**src/rtl/mem_access_pkg.sv**
```systemverilog
// Shared definitions for the MEM-stage access controller: access size
// encodings, FSM state encoding and the alignment check.
package mem_access_pkg;

    localparam logic [1:0] SZ_BYTE    = 2'b00;
    localparam logic [1:0] SZ_HALF    = 2'b01;
    localparam logic [1:0] SZ_WORD    = 2'b10;
    localparam logic [1:0] SZ_ILLEGAL = 2'b11;

    // Legacy state codes, kept as named constants so external decoders can
    // still refer to them; the enum below reuses the same values.
    localparam logic [2:0] ST_IDLE  = 3'd0;
    localparam logic [2:0] ST_READ  = 3'd1;
    localparam logic [2:0] ST_WAIT  = 3'd2;
    localparam logic [2:0] ST_WRITE = 3'd3;
    localparam logic [2:0] ST_RESP  = 3'd4;
    localparam logic [2:0] ST_ERR   = 3'd5;

    typedef enum logic [2:0] {
        IDLE  = ST_IDLE,
        READ  = ST_READ,
        WAIT  = ST_WAIT,
        WRITE = ST_WRITE,
        RESP  = ST_RESP,
        ERR   = ST_ERR
    } state_t;

    // True for an illegal size or an address not aligned to the access size.
    function automatic logic is_misaligned(input logic [1:0] size,
                                           input logic [1:0] addr_lo);
        case (size)
            SZ_BYTE: return 1'b0;
            SZ_HALF: return addr_lo[0];
            SZ_WORD: return addr_lo != 2'b00;
            default: return 1'b1;
        endcase
    endfunction

endpackage

```
**src/rtl/mem_access_ctrl_if.sv**
```systemverilog
// Request/response channel between the MEM pipeline stage (master) and the
// memory access controller (slave).
interface mem_access_ctrl_if #(
    parameter int ADDR_W = 32
);
    import mem_access_pkg::*;

    logic              req_valid;
    logic              req_ready;
    logic              req_write;
    logic [1:0]        req_size;
    logic              req_signed;
    logic [ADDR_W-1:0] req_addr;
    logic [31:0]       req_wdata;
    logic              rsp_valid;
    logic [31:0]       rsp_rdata;
    logic              rsp_err;

    modport master (
        output req_valid, req_write, req_size, req_signed, req_addr, req_wdata,
        input  req_ready, rsp_valid, rsp_rdata, rsp_err
    );

    modport slave (
        input  req_valid, req_write, req_size, req_signed, req_addr, req_wdata,
        output req_ready, rsp_valid, rsp_rdata, rsp_err
    );

endinterface

```
**src/rtl/mem_byte_lane.sv**
```systemverilog
// Combinational lane steering: extracts and extends sub-word load data and,
// when MEM_SUBWORD_EN is defined, merges sub-word store data into a read word.
module mem_byte_lane
    import mem_access_pkg::*;
(
    input  logic [1:0]  size,
    input  logic        is_signed,
    input  logic [1:0]  lane,
    input  logic [31:0] rdata,
    output logic [31:0] load_data
`ifdef MEM_SUBWORD_EN
    ,
    input  logic [31:0] wdata,
    output logic [31:0] store_data
`endif
);

    logic [7:0]  byte_v;
    logic [15:0] half_v;

    // Select the addressed lane and zero/sign-extend it to a full word.
    always_comb begin
        case (lane)
            2'd0:    byte_v = rdata[7:0];
            2'd1:    byte_v = rdata[15:8];
            2'd2:    byte_v = rdata[23:16];
            default: byte_v = rdata[31:24];
        endcase
        half_v = lane[1] ? rdata[31:16] : rdata[15:0];
        case (size)
            SZ_BYTE: load_data = {{24{is_signed & byte_v[7]}}, byte_v};
            SZ_HALF: load_data = {{16{is_signed & half_v[15]}}, half_v};
            default: load_data = rdata;
        endcase
    end

`ifdef MEM_SUBWORD_EN
    // Overwrite only the addressed byte/half of the read word.
    always_comb begin
        store_data = rdata;
        case (size)
            SZ_BYTE: store_data[{lane, 3'b000} +: 8]        = wdata[7:0];
            SZ_HALF: store_data[{lane[1], 4'b0000} +: 16]   = wdata[15:0];
            default: store_data = wdata;
        endcase
    end
`endif

endmodule

```
**src/rtl/mem_access_ctrl.sv**
```systemverilog
// MEM-stage data memory access controller. Sequences loads, word stores and
// (with MEM_SUBWORD_EN defined) read-modify-write sub-word stores against a
// word-addressed memory with one-cycle read latency.
module mem_access_ctrl
    import mem_access_pkg::*;
#(
    parameter int ADDR_W = 32
)
(
    input  logic               clk,
    input  logic               reset,
    mem_access_ctrl_if.slave   bus,
    output logic [31:0]        address,
    output logic [31:0]        write_data,
    output logic               memwrite,
    output logic               memread,
    input  logic [31:0]        read_data
);

    state_t      state;
    state_t      state_next;
    logic        accept;
    logic        access_err;
    logic [1:0]  size_q;
    logic [1:0]  lane_q;
    logic        signed_q;
    logic [31:0] rsp_rdata_q;
    logic [31:0] load_word;
`ifdef MEM_SUBWORD_EN
    logic        write_q;
    logic [31:0] store_word;
`endif

    // Request acceptance and the error classification of the incoming request.
    always_comb begin
        accept = (state == IDLE) && bus.req_valid;
`ifdef MEM_SUBWORD_EN
        access_err = is_misaligned(bus.req_size, bus.req_addr[1:0]);
`else
        access_err = is_misaligned(bus.req_size, bus.req_addr[1:0]) ||
                     (bus.req_size != SZ_WORD);
`endif
    end

    // Next-state selection.
    always_comb begin
        state_next = state;
        case (state)
            IDLE: begin
                if (bus.req_valid) begin
                    if (access_err)
                        state_next = ERR;
                    else if (bus.req_write && bus.req_size == SZ_WORD)
                        state_next = WRITE;
                    else
                        state_next = READ;
                end
            end
            READ: state_next = WAIT;
            WAIT: begin
`ifdef MEM_SUBWORD_EN
                state_next = write_q ? WRITE : RESP;
`else
                state_next = RESP;
`endif
            end
            WRITE:    state_next = RESP;
            RESP:     state_next = IDLE;
            ERR:      state_next = IDLE;
            default:  state_next = IDLE;
        endcase
    end

    // State register.
    always_ff @(posedge clk) begin
        if (reset)
            state <= IDLE;
        else
            state <= state_next;
    end

    // Request latch at accept; WAIT captures load data or the merged store word.
    // write_data doubles as the store-data latch: it holds req_wdata until the
    // merge replaces it for sub-word stores.
    always_ff @(posedge clk) begin
        if (reset) begin
            size_q      <= '0;
            lane_q      <= '0;
            signed_q    <= 1'b0;
            rsp_rdata_q <= '0;
            write_data  <= '0;
            address     <= '0;
`ifdef MEM_SUBWORD_EN
            write_q     <= 1'b0;
`endif
        end else begin
            if (accept) begin
                size_q      <= bus.req_size;
                lane_q      <= bus.req_addr[1:0];
                signed_q    <= bus.req_signed;
                rsp_rdata_q <= '0;
                write_data  <= bus.req_wdata;
                address     <= 32'(bus.req_addr[ADDR_W-1:2]);
`ifdef MEM_SUBWORD_EN
                write_q     <= bus.req_write;
`endif
            end
            if (state == WAIT) begin
`ifdef MEM_SUBWORD_EN
                if (write_q)
                    write_data  <= store_word;
                else
                    rsp_rdata_q <= load_word;
`else
                rsp_rdata_q <= load_word;
`endif
            end
        end
    end

    // Outputs decoded from the current state.
    always_comb begin
        bus.req_ready = (state == IDLE);
        bus.rsp_valid = (state == RESP) || (state == ERR);
        bus.rsp_err   = (state == ERR);
        bus.rsp_rdata = rsp_rdata_q;
        memread       = (state == READ);
        memwrite      = (state == WRITE);
    end

    mem_byte_lane u_lane (
        .size       (size_q),
        .is_signed  (signed_q),
        .lane       (lane_q),
        .rdata      (read_data),
        .load_data  (load_word)
`ifdef MEM_SUBWORD_EN
        ,
        .wdata      (write_data),
        .store_data (store_word)
`endif
    );

endmodule

```
**src/flat_wrapper.sv**
```systemverilog
// flat-port wrapper written by rule: the top's interface ports become plain ports
module mem_access_ctrl_flat import mem_access_pkg::*;
#(
    parameter int ADDR_W = 32
)
  (clk, reset, address, write_data, memwrite, memread, read_data, bus_req_valid, bus_req_write, bus_req_size, bus_req_signed, bus_req_addr, bus_req_wdata, bus_req_ready, bus_rsp_valid, bus_rsp_rdata, bus_rsp_err);
  mem_access_ctrl_if #(.ADDR_W(ADDR_W)) bus_i ();
  input  logic clk;
  input  logic reset;
  output logic [31:0] address;
  output logic [31:0] write_data;
  output logic memwrite;
  output logic memread;
  input  logic [31:0] read_data;
  input wire logic [$bits(bus_i.req_valid)-1:0] bus_req_valid;
  input wire logic [$bits(bus_i.req_write)-1:0] bus_req_write;
  input wire logic [$bits(bus_i.req_size)-1:0] bus_req_size;
  input wire logic [$bits(bus_i.req_signed)-1:0] bus_req_signed;
  input wire logic [$bits(bus_i.req_addr)-1:0] bus_req_addr;
  input wire logic [$bits(bus_i.req_wdata)-1:0] bus_req_wdata;
  output wire logic [$bits(bus_i.req_ready)-1:0] bus_req_ready;
  output wire logic [$bits(bus_i.rsp_valid)-1:0] bus_rsp_valid;
  output wire logic [$bits(bus_i.rsp_rdata)-1:0] bus_rsp_rdata;
  output wire logic [$bits(bus_i.rsp_err)-1:0] bus_rsp_err;
  assign bus_i.req_valid = bus_req_valid;
  assign bus_i.req_write = bus_req_write;
  assign bus_i.req_size = bus_req_size;
  assign bus_i.req_signed = bus_req_signed;
  assign bus_i.req_addr = bus_req_addr;
  assign bus_i.req_wdata = bus_req_wdata;
  assign bus_req_ready = bus_i.req_ready;
  assign bus_rsp_valid = bus_i.rsp_valid;
  assign bus_rsp_rdata = bus_i.rsp_rdata;
  assign bus_rsp_err = bus_i.rsp_err;
  mem_access_ctrl #(.ADDR_W(ADDR_W)) u_core (.clk(clk), .reset(reset), .bus(bus_i), .address(address), .write_data(write_data), .memwrite(memwrite), .memread(memread), .read_data(read_data));
endmodule
```
**config.mk**
```make
export PLATFORM = sky130hd
export DESIGN_NAME = mem_access_ctrl_flat
export DESIGN_NICKNAME = d
export VERILOG_FILES = /design/src/rtl/mem_access_pkg.sv /design/src/rtl/mem_access_ctrl_if.sv /design/src/rtl/mem_byte_lane.sv /design/src/rtl/mem_access_ctrl.sv /design/src/flat_wrapper.sv
export SDC_FILE = /design/constraint.sdc
export NUM_CORES = 1
export LEC_CHECK = 0
export CAP_MARGIN = 10
export CORE_MARGIN = 1.5
export CORE_UTILIZATION = 37
export CTS_CLUSTER_SIZE = 16
export DETAILED_ROUTE_END_ITERATION = 12
export HOLD_SLACK_MARGIN = 0.02
export PLACE_DENSITY = 0.82
export SLEW_MARGIN = 25
export SYNTH_ARGS = -nofsm -noshare
export SYNTH_HDL_FRONTEND = slang
export SYNTH_SLANG_ARGS = --single-unit
```
**constraint.sdc**
```tcl
create_clock -name clk -period 1.3 [get_ports clk]
set_input_delay 0.39 -clock clk [delete_from_list [all_inputs] [get_ports clk]]
set_output_delay 0.39 -clock clk [all_outputs]
set_load 0.005 [all_outputs]
```
==> results of run 1 <==
-- stage by stage --
step,power (mW),hold WS [ps],cell area (um2)
6_report,8.659,457.0,8423
5_1_grt,8.942,470.9,8423
4_1_cts,8.203,454.0,7820
3_5_place_dp,5.018,445.9,6650
3_3_place_gp,4.971,441.1,6650
2_1_floorplan,4.088,448.3,4207
-- state kept, by name, summed over array words and instances, names as in the netlist --
register,count
u_core.bus.rsp_rdata,32
u_core.write_data,32
u_core.address,30
u_core.state,3
u_core.lane_q,2
u_core.size_q,2
u_core.signed_q,1
-- synthesized netlist by cell type --
cell type	number	area [um2]
a211oi_1	3	22.52
a21oi_1	99	495.5
a222oi_1	1	10.01
a22o_1	2	17.52
a31oi_1	1	6.260
and2_1	3	18.77
and2b_1	1	7.510
and3b_1	1	8.760
buf_1	1	3.750
buf_2	11	55.05
buf_4	5	37.54
buf_6	5	56.30
clkbuf_1	17	63.81
conb_1	1	3.750
dfxtp_1	102	2042
inv_1	2	7.510
inv_2	1	3.750
mux2i_1	11	110.1
nand2_1	142	533.0
nand2b_1	1	6.260
nor2_1	4	15.01
nor2_8	1	20.02
nor2b_1	5	31.28
nor3_1	1	5.000
nor3_2	1	10.01
nor3b_1	2	15.01
nor4_1	1	6.260
nor4_2	1	12.51
nor4b_1	1	8.760
o21a_1	2	15.01
o21ai_0	21	105.1
o21ai_1	4	20.02
o221ai_1	1	8.760
o22ai_1	1	6.260
o2bb2ai_1	19	166.4
o2bb2ai_2	10	150.1
o31ai_4	1	21.27
or2_2	1	6.260
or3_1	6	37.54
or3b_4	1	11.26
-- cells in the final DEF (no fill, tap or decap), types with 8 or more instances in the layout --
| cell type | instances |
|---|---|
| nand2_4 | 33 |
| nand2_1 | 83 |
| buf_4 | 71 |
| a21oi_2 | 50 |
| clkbuf_16 | 14 |
| clkbuf_2 | 41 |
| clkdlybuf4s50_1 | 96 |
| buf_12 | 13 |
| clkdlybuf4s15_2 | 9 |
| mux2i_1 | 8 |
| dfxtp_2 | 76 |
| a21oi_1 | 48 |
| clkdlybuf4s15_1 | 34 |
| buf_6 | 23 |
| o2bb2ai_2 | 11 |
| nand2_2 | 25 |
| buf_2 | 16 |
| dfxtp_1 | 21 |
| o21ai_0 | 9 |
| o2bb2ai_1 | 13 |
| o21ai_1 | 12 |
-- worst paths after layout --
kind | start | endpoint | slack, ps | cells after the start
hold / removal | u_core.write_data[1]$_SDFFE_PP0P_ | u_core.write_data[1]$_SDFFE_PP0P_ | 460 | 2
setup reg to reg | u_core.state[1]$_SDFFE_PP0P_ | u_core.bus.rsp_rdata[23]$_SDFFE_PP0P_ | -310 | 7
setup / recovery | u_core.state[1]$_SDFFE_PP0P_ | u_core.bus.rsp_rdata[23]$_SDFFE_PP0P_ | -310 | 7
hold reg to reg | u_core.write_data[1]$_SDFFE_PP0P_ | u_core.write_data[1]$_SDFFE_PP0P_ | 460 | 2
-- metal layers --
metal / vias to the layer above / global-route usage, %
met5: - / 0
met4: 0 / 11.13
met1: 2488 / 30.70
met3: 73 / 6.402
li1: 2291 / -
met2: 339 / 46.56
-- area by class of cell --
| type | instances | share of cell area (%) |
|---|---|---|
| multi-input cells | 351 | 32.04 |
| inverters | 3 | 0.1337 |
| well taps | 140 | 2.080 |
| diodes | 1 | 0.02971 |
| repair buffers | 319 | 36.48 |
| clock buffers | 10 | 2.837 |
| clock inverters | 5 | 0.8021 |
| flip-flops and latches | 102 | 25.59 |
-- report_power, final --
| group | switching, mW | leakage [nW] | internal (mW) |
|---|---|---|---|
| clock | 1.27 | 0.151 | 1.56 |
| sequential | 0.113 | 0.869 | 3.30 |
| combinational | 1.16 | 2.45 | 1.26 |
| total | 2.54 | 3.47 | 6.12 |
-- logic make-up (layout without fill, tap and decap cells) --
group | Yosys count | in the layout | share of synthesized area, %
AO/OA/AOI/OAI | 165 | 165 | 24.99
buffers and inverters | 42 | 337 | 5.446
flip-flops | 102 | 102 | 48.83
AND/OR/NAND/NOR | 173 | 173 | 18.01
other | 1 | 3 | 0.08968
multiplexers | 11 | 11 | 2.633
-- worst max-delay path: cells and delay by family (launching register included) --
| kind | cells | cell delay (ps) |
|---|---|---|
| buffers and inverters | 3 | 390 |
| and+or+nand+nor | 2 | 540 |
| DFF | 1 | 360 |
| AOI/OAI and AO/OA | 2 | 240 |
-- what timing repair did --
| item | CTS | global route |
|---|---|---|
| cloned | 10 | 5 |
| pin swaps | 31 | 56 |
| endpoints found under the setup margin | 199 | 167 |
| buffers inserted | 31 | 24 |
| resized for setup | 367 | 230 |
==> results.toml, run 1 <==
[clock_tree]
htreeDepth = 3
cts_buffer_depth = 2
root_buffer = "clkbuf_16"
clk_pin_slew_ps = 70
hold_buffers = 0
cts_tree = "done"
worst_skew_pair.late_latency_ps = 350
cts_buffers = 9
cts_sinks = 102

[sta]
slew_viol_final = 0
grt_setup_unrepaired = "yes"
setup_ws_ps = -311.0
max_freq_mhz = 620.7
final-hold-violation-count = 0
finalSetupViolations = 106
finClkSkew_ps = 11.50
min_period_ps = 1611
setup_tns_ps = -24400
fin_crit_sh_pct = 123.9

[grt]
track_usage_pct = 26.49
grt_max_degree = 49
grt_pass1_wl_mm = 24.29
overflow = 0
grt_pass1_vias = 4870
antenna_found_initial = 1

[worst_setup_path]
critPathMaxFanout = 8
arrival_ps = 1880
slowest_delay_ps = 400
required_ps = 1570
path_class = "flop to flop"
cp_slowest_cell = "or3b_4"
startpoint_type = "flop"
cpMostUsedCell = "buf_6"
path_cells = "buf_6 > buf_6 > or3b_4 > nor2_8 > o31ai_4 > clkbuf_16 > o2bb2ai_2"
end_kind = "flop"

[power]
peakVddDrop_v = 0.0006633
power_density_nw_per_um2 = 1028
p_leak_nw = 3.468

[layout]
syn2layout_area_growth_pct = 101.4
regArea_um2 = 2156
multi_input_area_um2 = 2699
drive_gt1_share_pct = 55.19
instances_no_fill = 931
layout.nets = 889
fin_util_pct = 77.03
fillers = 637

[route]
drt-initial-drc-count = 319
wl_met3_mm = 1.522
viasPerCell = 5.576
vias = 5191
top_layer = "met4"
first_pass_iters = 5
wl_met2_mm = 9.967
drt_wl_total_mm = 19.24
wirelength_met1_mm = 6.929
drc = 0
wl_per_cell_um = 20.67
final_antenna_net_count = 0

[placement]
hpwlAfterDp_mm = 9.803
place_congestion = 0.9660
place_ws_ps = -961.4
place.port_buffers = 201
dpl.cell_count = 852

[floorplanning]
die_w_um = 109.3
die_h_um = 109.3
fp-row-count = 38
start_util_pct = 38.24
ioPinCount = 204
design.die.area_um2 = 11950
coreArea_um2 = 10940

[synth]
ys_ff_latch = 102
ys_types = 40
yosysWarnings = 0
syn_area_um2 = 4182
avgSynthCellArea_um2 = 8.465
synth_cells = 494
yosysSeqAreaShare_pct = 48.83

[hold_path]
holdCritPathClass = "flop to flop"

[outcome]
violations = "setup timing"
outcome = "finished with violations"

[run]
cap_violations = 0
(Power assumes the default switching activity.)
==> run 2, diff against run 1 <==
- CORE_ASPECT_RATIO: unset -> 2
==> results.toml, run 2 (same netlist as run 1, synthesis figures left out) <==
[layout]
drive_gt1_share_pct = 57.20
final_cell_mix = "clkdlybuf4s50_1 (97), nand2_1 (84), dfxtp_2 (76)"
layout.nets = 883
final_cell_area_um2 = 8342
syn2layout_area_growth_pct = 99.49
final_common_cell = "clkdlybuf4s50_1"

[route]
drt-initial-drc-count = 288
viasPerCell = 5.431
final_antenna_net_count = 0
drt_wl_total_mm = 19.65
first_pass_iters = 4
vias = 5029
wl_per_cell_um = 21.22
drc = 0

[grt]
grt_max_degree = 62
overflow = 0
grt_pass1_vias = 4913
grt_pass1_wl_mm = 25.45
antenna_found_initial = 0
track_usage_pct = 27.45

[clock_tree]
clk_pin_slew_ps = 70
cts_buffer_depth = 2
cts_sinks = 102
htreeDepth = 3
worst_skew_pair.late_latency_ps = 350
cts_buffers = 9
cts_tree = "done"
root_buffer = "clkbuf_16"

[floorplanning]
coreArea_um2 = 10950
start_util_pct = 38.20
die_h_um = 153.3
die_w_um = 78.17
design.die.area_um2 = 11990
ioPinCount = 204
fp-row-count = 54

[placement]
place_ws_ps = -984.2
placed_area_um2 = 6650
place.port_buffers = 201
hpwlAfterDp_mm = 11.31
place_congestion = 0.9723

[worst_setup_path]
required_ps = 1540
slowest_delay_ps = 400
cp-startpoint = "u_core.lane_q[0]$_SDFFE_PP0P_"
cp_slowest_cell = "dfxtp_4"
critPathMaxFanout = 8
arrival_ps = 1890
crit_family = "compound AO/OA/AOI/OAI gates"
path_class = "flop to flop"
r2r-start = "u_core.lane_q[0]$_SDFFE_PP0P_"
end_kind = "flop"
path_cells = "mux2i_4 > nor4_4 > buf_4 > o31ai_4 > clkbuf_16 > o2bb2ai_2"
path_buf_inv = 2
startpoint_type = "flop"

[run]
cap_violations = 0

[sta]
min_period_ps = 1652
finalSetupViolations = 107
setup_tns_ps = -27860
grt_setup_unrepaired = "yes"
slew_viol_final = 0
fin_crit_sh_pct = 127.1
setup_ws_ps = -352.1
max_freq_mhz = 605.3
holdWs_ps = 458.8
finClkSkew_ps = 10.96
final-hold-violation-count = 0

[hold_path]
hp-start = "u_core.write_data[17]$_SDFFE_PP0P_"
holdCritPathClass = "flop to flop"

[power]
design_power_total_mw = 8.367
power_density_nw_per_um2 = 1003
peakVddDrop_v = 0.0008014
p_leak_nw = 3.439

[outcome]
outcome = "finished with violations"
violations = "setup timing"
==> run 2: worst register-to-register path, stage by stage, from the launching register on <==
cell,delay [ps]
dfxtp_4,400
mux2i_4,280
nor4_4,50
buf_4,150
o31ai_4,370
clkbuf_16,250
o2bb2ai_2,60
==> run 2: what timing repair did <==
| action | 4_1_cts | 5_1_grt |
|---|---|---|
| setup buffers | 25 | 23 |
| pin swaps | 15 | 107 |
| cloned | 2 | 9 |
| resized for setup | 341 | 276 |
| hold buffers | 0 | 0 |
| endpoints found under the setup margin | 200 | 180 |
==> run 2: per-layer routing <==
layer | routed length (um) | GRT usage, % | part of all wire (%) | vias to the layer above
li1 | - | - | - | 2266
met1 | 6299 | 25.23 | 32 | 2420
met2 | 10920 | 50.81 | 56 | 268
met3 | 1263 | 8.597 | 6.4 | 75
met4 | 1158 | 16.75 | 5.9 | 0
met5 | 0 | 0 | 0 | -
==> run 2: area by class of cell <==
class	count	area [um2]
antenna	1	2.502
clock buffer	11	242.7
clock inverter	5	46.29
fill	693	2604
inverter	3	11.26
multi-input combinational	352	2801
sequential	102	2148
tap	140	175.2
timing repair buffer	312	2914
==> run 2: per-stage QoR <==
stage                     utilization, %  cells
after CTS                          68.06    895
final                              76.21    926
after global routing               76.19    925
after global placement             60.76    852
after detailed placement           60.76    852
after floorplan                        -    495
==> run 2: worst paths after layout <==
check / end / slack [ps] / cells past startpoint
worst max-delay path: u_core.bus.rsp_rdata[23]$_SDFFE_PP0P_ / -350 / 6
worst min register to register: u_core.write_data[17]$_SDFFE_PP0P_ / 460 / 2
worst max register to register: u_core.bus.rsp_rdata[23]$_SDFFE_PP0P_ / -350 / 6
worst min-delay path: u_core.write_data[17]$_SDFFE_PP0P_ / 460 / 2
==> run 2: power by group <==
part | total [mW] | internal (mW) | switching [mW]
logic | 2.30 | 1.16 | 1.14
clock network | 2.66 | 1.39 | 1.27
registers | 3.41 | 3.30 | 0.106
